<file path="src/rtl/mem_arbiter_if.sv">
// Master/memory bus bundle for mem_arbiter: two master ports plus the RAM side.
interface mem_arbiter_if #(
  parameter int unsigned ADDR_WIDTH = 32
);
  logic                  m0_req;
  logic [ADDR_WIDTH-1:0] m0_addr;
  logic [3:0]            m0_wmask;
  logic [31:0]           m0_wdata;
  logic [31:0]           m0_rdata;
  logic                  m0_ack;

  logic                  m1_req;
  logic [ADDR_WIDTH-1:0] m1_addr;
  logic [3:0]            m1_wmask;
  logic [31:0]           m1_wdata;
  logic [31:0]           m1_rdata;
  logic                  m1_ack;

  logic [ADDR_WIDTH-1:0] mem_addr;
  logic                  mem_rstrb;
  logic [3:0]            mem_wmask;
  logic [31:0]           mem_wdata;
  logic [31:0]           mem_rdata;

  logic                  busy;

  // Arbiter side
  modport slave (
    input  m0_req, m0_addr, m0_wmask, m0_wdata,
    input  m1_req, m1_addr, m1_wmask, m1_wdata,
    input  mem_rdata,
    output m0_rdata, m0_ack, m1_rdata, m1_ack,
    output mem_addr, mem_rstrb, mem_wmask, mem_wdata, busy
  );

  // Requester / RAM side
  modport master (
    output m0_req, m0_addr, m0_wmask, m0_wdata,
    output m1_req, m1_addr, m1_wmask, m1_wdata,
    output mem_rdata,
    input  m0_rdata, m0_ack, m1_rdata, m1_ack,
    input  mem_addr, mem_rstrb, mem_wmask, mem_wdata, busy
  );
endinterface

</file>
<file path="src/rtl/mem_arbiter.sv">
// Two-master arbiter/sequencer for the single-port on-chip RAM.
// One access at a time: IDLE (grant) -> ACCESS (strobe to RAM) -> RESP (ack).
// Optional grant/conflict counters are compiled in with MEM_ARB_PERF_EN.
module mem_arbiter #(
  parameter int unsigned ADDR_WIDTH = 32,
  parameter int unsigned CNT_WIDTH  = 32
) (
  input  logic                 clk,
  input  logic                 RESET,
  mem_arbiter_if.slave         bus
`ifdef MEM_ARB_PERF_EN
  ,
  output logic [CNT_WIDTH-1:0] m0_grants,
  output logic [CNT_WIDTH-1:0] m1_grants,
  output logic [CNT_WIDTH-1:0] conflict_cnt
`endif
);

  typedef enum logic [1:0] {IDLE, ACCESS, RESP} state_t;

  state_t                state_q, state_d;
  logic                  last_grant_q, last_grant_d;
  logic [ADDR_WIDTH-1:0] mem_addr_q, mem_addr_d;
  logic                  mem_rstrb_q, mem_rstrb_d;
  logic [3:0]            mem_wmask_q, mem_wmask_d;
  logic [31:0]           mem_wdata_q, mem_wdata_d;
  logic                  m0_ack_q, m0_ack_d;
  logic                  m1_ack_q, m1_ack_d;
  logic                  busy_q, busy_d;
  logic                  pick;
  logic [3:0]            win_wmask;

`ifdef MEM_ARB_PERF_EN
  logic [CNT_WIDTH-1:0]  m0_grants_q, m0_grants_d;
  logic [CNT_WIDTH-1:0]  m1_grants_q, m1_grants_d;
  logic [CNT_WIDTH-1:0]  conflict_q, conflict_d;
`endif

  // Next-state, grant selection and registered memory command
  always_comb begin
    state_d      = state_q;
    last_grant_d = last_grant_q;
    mem_addr_d   = mem_addr_q;
    mem_wdata_d  = mem_wdata_q;
    mem_rstrb_d  = 1'b0;
    mem_wmask_d  = 4'b0000;
    m0_ack_d     = 1'b0;
    m1_ack_d     = 1'b0;
    pick         = 1'b0;
    win_wmask    = 4'b0000;
`ifdef MEM_ARB_PERF_EN
    m0_grants_d  = m0_grants_q;
    m1_grants_d  = m1_grants_q;
    conflict_d   = conflict_q;
`endif
    case (state_q)
      IDLE: begin
        if (bus.m0_req || bus.m1_req) begin
          // Contested: favour the master that did not win last time
          pick         = (bus.m0_req && bus.m1_req) ? ~last_grant_q : bus.m1_req;
          win_wmask    = pick ? bus.m1_wmask : bus.m0_wmask;
          last_grant_d = pick;
          mem_addr_d   = pick ? bus.m1_addr  : bus.m0_addr;
          mem_wdata_d  = pick ? bus.m1_wdata : bus.m0_wdata;
          mem_wmask_d  = win_wmask;
          mem_rstrb_d  = (win_wmask == 4'b0000);
          state_d      = ACCESS;
`ifdef MEM_ARB_PERF_EN
          if (pick) m1_grants_d = m1_grants_q + CNT_WIDTH'(1);
          else      m0_grants_d = m0_grants_q + CNT_WIDTH'(1);
          if (bus.m0_req && bus.m1_req) conflict_d = conflict_q + CNT_WIDTH'(1);
`endif
        end
      end
      ACCESS: begin
        m0_ack_d = ~last_grant_q;
        m1_ack_d = last_grant_q;
        state_d  = RESP;
      end
      RESP: begin
        state_d = IDLE;
      end
      default: begin
        state_d = IDLE;
      end
    endcase
    busy_d = (state_d != IDLE);
  end

  // State and output registers with synchronous reset
  always_ff @(posedge clk) begin
    if (RESET) begin
      state_q      <= IDLE;
      last_grant_q <= 1'b1;
      mem_addr_q   <= '0;
      mem_rstrb_q  <= 1'b0;
      mem_wmask_q  <= 4'b0000;
      mem_wdata_q  <= 32'h0;
      m0_ack_q     <= 1'b0;
      m1_ack_q     <= 1'b0;
      busy_q       <= 1'b0;
`ifdef MEM_ARB_PERF_EN
      m0_grants_q  <= '0;
      m1_grants_q  <= '0;
      conflict_q   <= '0;
`endif
    end else begin
      state_q      <= state_d;
      last_grant_q <= last_grant_d;
      mem_addr_q   <= mem_addr_d;
      mem_rstrb_q  <= mem_rstrb_d;
      mem_wmask_q  <= mem_wmask_d;
      mem_wdata_q  <= mem_wdata_d;
      m0_ack_q     <= m0_ack_d;
      m1_ack_q     <= m1_ack_d;
      busy_q       <= busy_d;
`ifdef MEM_ARB_PERF_EN
      m0_grants_q  <= m0_grants_d;
      m1_grants_q  <= m1_grants_d;
      conflict_q   <= conflict_d;
`endif
    end
  end

  assign bus.mem_addr  = mem_addr_q;
  assign bus.mem_rstrb = mem_rstrb_q;
  assign bus.mem_wmask = mem_wmask_q;
  assign bus.mem_wdata = mem_wdata_q;
  assign bus.m0_ack    = m0_ack_q;
  assign bus.m1_ack    = m1_ack_q;
  assign bus.busy      = busy_q;

  // Read data passes straight from the RAM, only to the master being acked
  assign bus.m0_rdata  = m0_ack_q ? bus.mem_rdata : 32'h0;
  assign bus.m1_rdata  = m1_ack_q ? bus.mem_rdata : 32'h0;

`ifdef MEM_ARB_PERF_EN
  assign m0_grants    = m0_grants_q;
  assign m1_grants    = m1_grants_q;
  assign conflict_cnt = conflict_q;
`endif

endmodule

</file>
<file path="src/flat_wrapper.sv">
// flat-port wrapper written by rule: the top's interface ports become plain ports
module mem_arbiter_flat 
#(
  parameter int unsigned ADDR_WIDTH = 32,
  parameter int unsigned CNT_WIDTH  = 32
)
  (clk, RESET, bus_m0_req, bus_m0_addr, bus_m0_wmask, bus_m0_wdata, bus_m1_req, bus_m1_addr, bus_m1_wmask, bus_m1_wdata, bus_mem_rdata, bus_m0_rdata, bus_m0_ack, bus_m1_rdata, bus_m1_ack, bus_mem_addr, bus_mem_rstrb, bus_mem_wmask, bus_mem_wdata, bus_busy);
  mem_arbiter_if #(.ADDR_WIDTH(ADDR_WIDTH)) bus_i ();
  input  logic clk;
  input  logic RESET;
  input wire logic [$bits(bus_i.m0_req)-1:0] bus_m0_req;
  input wire logic [$bits(bus_i.m0_addr)-1:0] bus_m0_addr;
  input wire logic [$bits(bus_i.m0_wmask)-1:0] bus_m0_wmask;
  input wire logic [$bits(bus_i.m0_wdata)-1:0] bus_m0_wdata;
  input wire logic [$bits(bus_i.m1_req)-1:0] bus_m1_req;
  input wire logic [$bits(bus_i.m1_addr)-1:0] bus_m1_addr;
  input wire logic [$bits(bus_i.m1_wmask)-1:0] bus_m1_wmask;
  input wire logic [$bits(bus_i.m1_wdata)-1:0] bus_m1_wdata;
  input wire logic [$bits(bus_i.mem_rdata)-1:0] bus_mem_rdata;
  output wire logic [$bits(bus_i.m0_rdata)-1:0] bus_m0_rdata;
  output wire logic [$bits(bus_i.m0_ack)-1:0] bus_m0_ack;
  output wire logic [$bits(bus_i.m1_rdata)-1:0] bus_m1_rdata;
  output wire logic [$bits(bus_i.m1_ack)-1:0] bus_m1_ack;
  output wire logic [$bits(bus_i.mem_addr)-1:0] bus_mem_addr;
  output wire logic [$bits(bus_i.mem_rstrb)-1:0] bus_mem_rstrb;
  output wire logic [$bits(bus_i.mem_wmask)-1:0] bus_mem_wmask;
  output wire logic [$bits(bus_i.mem_wdata)-1:0] bus_mem_wdata;
  output wire logic [$bits(bus_i.busy)-1:0] bus_busy;
  assign bus_i.m0_req = bus_m0_req;
  assign bus_i.m0_addr = bus_m0_addr;
  assign bus_i.m0_wmask = bus_m0_wmask;
  assign bus_i.m0_wdata = bus_m0_wdata;
  assign bus_i.m1_req = bus_m1_req;
  assign bus_i.m1_addr = bus_m1_addr;
  assign bus_i.m1_wmask = bus_m1_wmask;
  assign bus_i.m1_wdata = bus_m1_wdata;
  assign bus_i.mem_rdata = bus_mem_rdata;
  assign bus_m0_rdata = bus_i.m0_rdata;
  assign bus_m0_ack = bus_i.m0_ack;
  assign bus_m1_rdata = bus_i.m1_rdata;
  assign bus_m1_ack = bus_i.m1_ack;
  assign bus_mem_addr = bus_i.mem_addr;
  assign bus_mem_rstrb = bus_i.mem_rstrb;
  assign bus_mem_wmask = bus_i.mem_wmask;
  assign bus_mem_wdata = bus_i.mem_wdata;
  assign bus_busy = bus_i.busy;
  mem_arbiter #(.ADDR_WIDTH(ADDR_WIDTH), .CNT_WIDTH(CNT_WIDTH)) u_core (.clk(clk), .RESET(RESET), .bus(bus_i));
endmodule
</file>
<file path="config.mk">
export PLATFORM = sky130hd
export DESIGN_NAME = mem_arbiter_flat
export DESIGN_NICKNAME = d
export VERILOG_FILES = /design/src/rtl/mem_arbiter_if.sv /design/src/rtl/mem_arbiter.sv /design/src/flat_wrapper.sv
export SDC_FILE = /design/constraint.sdc
export NUM_CORES = 1
export LEC_CHECK = 0
export CORE_AREA = 2 2 119 121
export DETAILED_ROUTE_END_ITERATION = 6
export DIE_AREA = 0 0 121 123
export GPL_ROUTABILITY_DRIVEN = 0
export PLACE_DENSITY = 0.7
export SYNTH_ARGS = -nofsm -noshare
export SYNTH_HDL_FRONTEND = slang
export SYNTH_SLANG_ARGS = --single-unit
</file>
<file path="constraint.sdc">
create_clock -name clk -period 4 [get_ports clk]
set_clock_uncertainty 0.15 [all_clocks]
set_input_delay 1 -clock clk [delete_from_list [all_inputs] [get_ports clk]]
set_output_delay 1 -clock clk [all_outputs]
set_load 0.02 [all_outputs]
</file>
## After elaboration in Yosys (flattened, before gate mapping)

Index checks and enable logic that the tools add are counted.

- Input port bits: 172
- Output and inout bits: 136
- Logic and storage cells: 30
- Memories: 0
- Register bits after elaboration: 75
- Bits in latches: 0
- Memory bits (read-only): 0
- RAM bits: 0

- Bitwise gates (word level): 4
- Reduce and logical (&&, ||, !) cells: 8
- Order comparisons: 0
- $mul: 0
- Divide/modulo/power cells: 0
- Shift operators: 0
- Muxes and demuxes: 8
- Eq/ne operators: 1
- $add $sub $neg: 0

Operators by type and width:

| kind | count |
|---|---|
| 32-bit 2-to-1 mux | 4 |
| 4-bit zero test | 1 |
| 4-bit 2-to-1 mux | 1 |
| 1-bit NOT | 4 |
| 2-bit case mux with 2 select lines | 1 |
| 3-bit OR reduction | 1 |
| 2-bit by 1-bit == test with 1-bit output (second input constant) | 1 |
| 2-bit zero test | 1 |
| 2-bit 2-to-1 mux | 1 |
| 2-bit AND reduction | 1 |
| 2-bit nonzero test | 1 |
| 2-bit OR reduction | 1 |
| 1-bit logical AND | 1 |
| 1-bit logical OR | 1 |
| 1-bit 2-to-1 mux | 1 |

## Logic depth before layout (Yosys ltp)

Gate-level depths: netlist (run 1).

- Depth after elaboration: 4
- Gate-level depth with buffers: 6
- Gate-level depth less buffers: 4

## Worst setup path after synthesis (run 1)

OpenSTA, ideal clock, no wires.

- Path type: input -> output
- From: input port bus_mem_rdata[0]
- To: output port bus_m0_rdata[0]
- Slack: 1634 ps
- Cell stages on the path: 1
- Arrival time: 1216 ps
- Required time: 2850 ps
- Cells stage by stage: and2_1

- Longest elaborated chain between the ends: 1

Ends and longest elaborated chain:

| what | RTL line | text |
|---|---|---|
| start, declared | flat_wrapper.sv:19 | `input wire logic [$bits(bus_i.mem_rdata)-1:0] bus_mem_rdata;` |
| 32-bit 2-to-1 mux | mem_arbiter.sv:134 | `assign bus.m0_rdata = m0_ack_q ? bus.mem_rdata : 32'h0;` |
| end, declared | flat_wrapper.sv:20 | `output wire logic [$bits(bus_i.m0_rdata)-1:0] bus_m0_rdata;` |

No other way between the ends.

## Worst setup path in the final report (run 1)

- From: input port bus_mem_rdata[21]
- To: output port bus_m0_rdata[21]

Same word-level chain as after synthesis.

==> results of run 1 <==
[area by class of cell]
cell class / count / area share
tap: 180 / 0.0316
clock buffer: 12 / 0.0360
multi-input combinational: 347 / 0.271
inverter: 3 / 0.00158
timing repair buffer: 315 / 0.439
clock inverter: 4 / 0.0102
sequential: 75 / 0.211
[flip-flops by register name, indices dropped and copies added (netlist names)]
signal,flops
u_core.bus.mem_addr,32
u_core.bus.m1_ack,1
u_core.bus.mem_rstrb,1
u_core.bus.mem_wdata,32
u_core.state_q,2
u_core.bus.mem_wmask,4
u_core.bus.m0_ack,1
u_core.last_grant_q,1
u_core.bus.busy,1
[worst max-delay path, stage by stage]
cell and delay (ns):
clkdlybuf4s50_1 0.48, and2_1 0.17, clkdlybuf4s50_1 0.63
[worst max-delay path by stage]
stage / startpoint / to / cells after the start
final: bus_mem_rdata[21] / bus_m0_rdata[21] / 3
after CTS: bus_mem_rdata[9] / bus_m1_rdata[9] / 3
after floorplan: bus_mem_rdata[0] / bus_m0_rdata[0] / 1
after detailed placement: bus_mem_rdata[21] / bus_m0_rdata[21] / 3
after global routing: bus_mem_rdata[9] / bus_m1_rdata[9] / 3
after global placement: bus_mem_rdata[8] / bus_m0_rdata[8] / 3
[cell usage in the layout (no fill, tap or decap)]
cell type and n:
a21bo_2 1, a21boi_4 1, a21oi_1 66, a311oi_1 64
and2_1 64, and3_1 1, buf_2 1, buf_4 8
bufinv_16 2, clkbuf_1 1, clkbuf_16 9, clkbuf_8 2
clkdlybuf4s50_1 306, clkinv_2 1, clkinvlp_4 1, dfxtp_1 75
inv_1 2, inv_2 1, mux2i_1 2, nand2_1 135
nand3_1 1, nand3b_1 1, nor2_1 4, nor2_4 1
nor3_1 2, o2111a_1 1, o21ai_0 1, o21ba_2 1
o21bai_1 1
[power breakdown]
part           total (mW)  internal, mW  switching [mW]  leakage (nW)
Sequential          0.884         0.832          0.0522         0.622
Clock               0.883         0.579           0.303         0.159
Combinational       0.779         0.404           0.375          1.92
Total                2.55          1.82           0.731          2.70
[cells by family after synthesis]
family,count (synthesis),synth area share
flip-flops,75,0.406
AO/OA/AOI/OAI,136,0.256
buffers and inverters,51,0.0735
multiplexers,2,0.00542
AND/OR/NAND/NOR,209,0.259
[routing by layer]
layer,vias up,track usage,share of wire
met2,169,0.334,0.48
met3,20,0.0586,0.074
met4,0,0.0625,0.017
met5,-,0,0
met1,2128,0.248,0.43
li1,2209,-,-
[through the flow]
stage	utilization	instance area, um2	cells	total power, mW
global route	0.524	7130	936	2.67
CTS	0.524	7130	936	2.57
detailed placement	0.500	6800	920	1.68
finish	0.524	7130	936	2.55
global placement	0.500	6800	920	1.67
floorplan	-	3700	473	1.26
==> results_dict.tcl, run 1 <==
set metrics [dict create \
    run_status "complete, no violations" \
    synthTopCellsByCount "135 x nand2_1, 75 x dfxtp_1, 66 x a21oi_1, 64 x a311oi_1, 64 x and2_1" \
    viasPerCell 4.84 \
    syn_inst 473 \
    cp-end-kind "output port" \
    power.leakage_nw 2.70 \
    synth-edff-count 0 \
    cts.sinks 75 \
    port_buffers 307 \
    io_pins 308 \
    die_w_um 121 \
    seq_area_um2 1500 \
    cts_tree "yes" \
    grt_max_degree 68 \
    antenna_found_initial 0 \
    drive_gt1_frac 0.0384 \
    setup_viol 0 \
    r2r-end "u_core.bus.mem_addr[31]$_SDFFE_PP0P_" \
    fin_crit_sh 0.858 \
    nets 923 \
    drt_iter0_markers 217 \
    cp_max_fo 2 \
    grt.overflow.total 0 \
    min_period_ns 3.43 \
    grtUsageTotal 0.200 \
    multiInputGateArea_um2 1940 \
    maxCapViolCount 0 \
    start_util 0.272 \
    fmax_ghz 0.292 \
    synth-async-reset-ratio 0 \
    syn_nets 645 \
    path_clk_slew_ns 0.05 \
    fillCellCount 1266 \
    hold_path_end "u_core.state_q[1]$_SDFF_PP0_" \
    grt_pass1_wl_um 23500 \
    postSynthAreaPerCell_um2 7.81 \
    netlist.area_leader.share 0.406 \
    dr_total_vias 4526 \
    holdWs_ns 0.369 \
    path_class "in2out" \
    ctsResizeCount 0 \
    routedWlPerCell_um 16.7 \
    post_cts_buffers 0 \
    die_area_um2 14900 \
    yosys.cell_count.top_type "nand2_1" \
    r2r_slack_ns 2.02 \
    startpoint_type "input port" \
    grt_pass1_vias 4421 \
    setup_ws_ns 0.570 \
    synth.distinct_cells 23 \
    root_buffer "clkbuf_16" \
    drcViolationCount 0 \
    drt_wl_total_um 15600 \
    die_h_um 123 \
    hold_viol 0 \
    cts_buffer_depth 2 \
    drt-pass1-iter-count 4 \
    synth_flop_cell "dfxtp_1" \
    relSlewSlack 0.214 \
    rsz0062_at_grt "false" \
    synth-seq-cells 75 \
    final_antenna_net_count 0 \
    r2r-start "u_core.state_q[1]$_SDFF_PP0_" \
    cts_made_buffers 9 \
    tightest_slew_ns 1.18 \
    syn_area_um2 3700 \
    syn_to_final_growth_pct 92.9 \
    setup-tns-final_ns 0 \
    hold_depth 2 \
    yosysSeqAreaShare 0.406 \
    vdd_ir_drop_max_mv 0.180 \
    r2r_cells 3 \
    dpl.hpwl_um 11500 \
    core_um2 13600 \
    holdCritStartpoint "u_core.state_q[0]$_SDFF_PP0_" \
    crit_arrival_ns 2.28 \
    yosys-top-cells-area "dfxtp_1 41%, a311oi_1 15%, nand2_1 14%" \
    core.rowCount 43 \
    critical_path_required_ns 2.85 \
    maxSlewViolCount 0 \
    hold_path_class "reg2reg" \
    pre_cts_ws_ns 0.583 \
    diodes 0 \
    power_density_nw_per_um2 357 \
    synth_top_cell_by_area "dfxtp_1" \
    synth_warnings 0 \
    htree_levels 3 \
    clock_latency_ns 0.32 \
    hold_buffers 0 \
]
No activity file was read; power rests on OpenSTA's default activity.
==> inputs of run 2 (changes only) <==
--- a/config.mk
+++ b/config.mk
@@ -8,8 +8,8 @@
 export CORE_AREA = 2 2 119 121
 export DETAILED_ROUTE_END_ITERATION = 6
 export DIE_AREA = 0 0 121 123
+export DONT_BUFFER_PORTS = 1
 export GPL_ROUTABILITY_DRIVEN = 0
-export PLACE_DENSITY = 0.7
 export SYNTH_ARGS = -nofsm -noshare
 export SYNTH_HDL_FRONTEND = slang
 export SYNTH_SLANG_ARGS = --single-unit
==> results_dict.tcl, run 2 (same netlist as run 1, synthesis figures left out) <==
set metrics [dict create \
    core_um2 13600 \
    startpoint_type "flop" \
    layout_common_cells "135 x nand2_1, 75 x dfxtp_1, 66 x a21oi_1" \
    fmax_ghz 0.351 \
    cts_buffer_depth 2 \
    grt_use_met1 0.162 \
    path_buf_inv 0 \
    ctsResizeCount 0 \
    grt.overflow.total 0 \
    cp-end-kind "output port" \
    root_buffer "clkbuf_16" \
    power_density_nw_per_um2 548 \
    hold_path_class "reg2reg" \
    drive_gt1_frac 0.0583 \
    path_class "reg2out" \
    nets 613 \
    core.rowCount 43 \
    port_buffers 0 \
    dr_total_vias 3470 \
    cts_tree "yes" \
    crit_arrival_ns 1.70 \
    rsz0062_at_grt "false" \
    critical_path_required_ns 2.85 \
    grt_max_degree 67 \
    min_period_ns 2.85 \
    die_h_um 123 \
    drcViolationCount 0 \
    grt_pass1_vias 3267 \
    run_status "complete, no violations" \
    cts_made_buffers 9 \
    die_w_um 121 \
    drt_iter0_markers 219 \
    setup_viol 0 \
    maxCapViolCount 0 \
    hold_viol 0 \
    setup-tns-final_ns 0 \
    slowest_delay_ns 0.93 \
    tightest_slew_ns 1.17 \
    cts.sinks 75 \
    syn_to_final_growth_pct 10.7 \
    top_usage_layer "met2" \
    grtUsageMet3 0.0581 \
    use_met2 0.273 \
    htree_levels 3 \
    hold_buffers 0 \
    io_pins 308 \
    final_common_cell "nand2_1" \
    viasPerCell 5.53 \
    path_clk_slew_ns 0.06 \
    routedWlPerCell_um 20.0 \
    total_power_mw 2.24 \
    fin_crit_sh 0.713 \
    cp_max_fo 33 \
    relSlewSlack 0.222 \
    die_area_um2 14900 \
    crit_chain "and2_1" \
    final_antenna_net_count 0 \
    power.leakage_nw 1.55 \
    dpl.hpwl_um 9250 \
    antenna_found_initial 1 \
    holdWs_ns 0.359 \
    grt_pass1_wl_um 17800 \
    cpMaxStageDelayCell "dfxtp_1" \
    post_cts_buffers 0 \
    drt-pass1-iter-count 4 \
    start_util 0.272 \
    grtUsageTotal 0.155 \
    cp_top_family "flip-flops" \
    maxSlewViolCount 0 \
    drt_wl_total_um 12500 \
    vdd_ir_drop_max_mv 0.188 \
    clock_latency_ns 0.33 \
]
-- run 2: changes by cell type in the layout (fill, tap and decap cells not counted), moves of 2 or more --
cell and change:
clkinvlp_4 +2, clkdlybuf4s50_1 -306, buf_12 +2, buf_4 -5, diode_2 +2
-- run 2: path summary, 6_finish.rpt --
path / startpoint / endpoint / slack [ns] / cells past startpoint
worst max register to register: u_core.last_grant_q$_SDFFE_PP1P_ / u_core.bus.mem_addr[8]$_SDFFE_PP0P_ / 1.79 / 4
worst max-delay path: u_core.bus.m0_ack$_SDFF_PP0_ / bus_m0_rdata[13] / 1.15 / 1
worst min register to register: u_core.last_grant_q$_SDFFE_PP1P_ / u_core.bus.m0_ack$_SDFF_PP0_ / 0.36 / 1
worst min-delay path: u_core.last_grant_q$_SDFFE_PP1P_ / u_core.bus.m0_ack$_SDFF_PP0_ / 0.36 / 1
-- run 2: power by group --
part	switching [mW]	internal, mW
clock	0.313	0.626
combinational	0.192	0.111
sequential	0.170	0.832
-- run 2: layout make-up --
cell class / count / area [um2]
diodes: 2 / 5.00
clock buffers: 10 / 239
clock inverters: 6 / 113
fillers: 1460 / 9520
inverters: 3 / 11.3
multi-input cells: 347 / 1940
flip-flops and latches: 75 / 1500
well taps: 180 / 225
repair buffers: 5 / 62.6
-- run 2: metal layers --
metal	up-vias	wire length, um	share of wire
met2	224	6260	0.50
met1	1631	4630	0.37
met4	0	357	0.028
met5	-	0	0
met3	22	1290	0.10
li1	1593	-	-
-- run 2: metrics by stage --
stage / instance area (um2) / setup WS (ns) / utilization / instances
3_3_place_gp: 3740 / 1.26 / 0.274 / 610
5_1_grt: 4090 / 1.03 / 0.301 / 628
6_report: 4090 / 1.15 / 0.301 / 628
4_1_cts: 4090 / 1.11 / 0.300 / 626
2_1_floorplan: 3700 / 1.63 / - / 473
3_5_place_dp: 3740 / 1.17 / 0.274 / 610
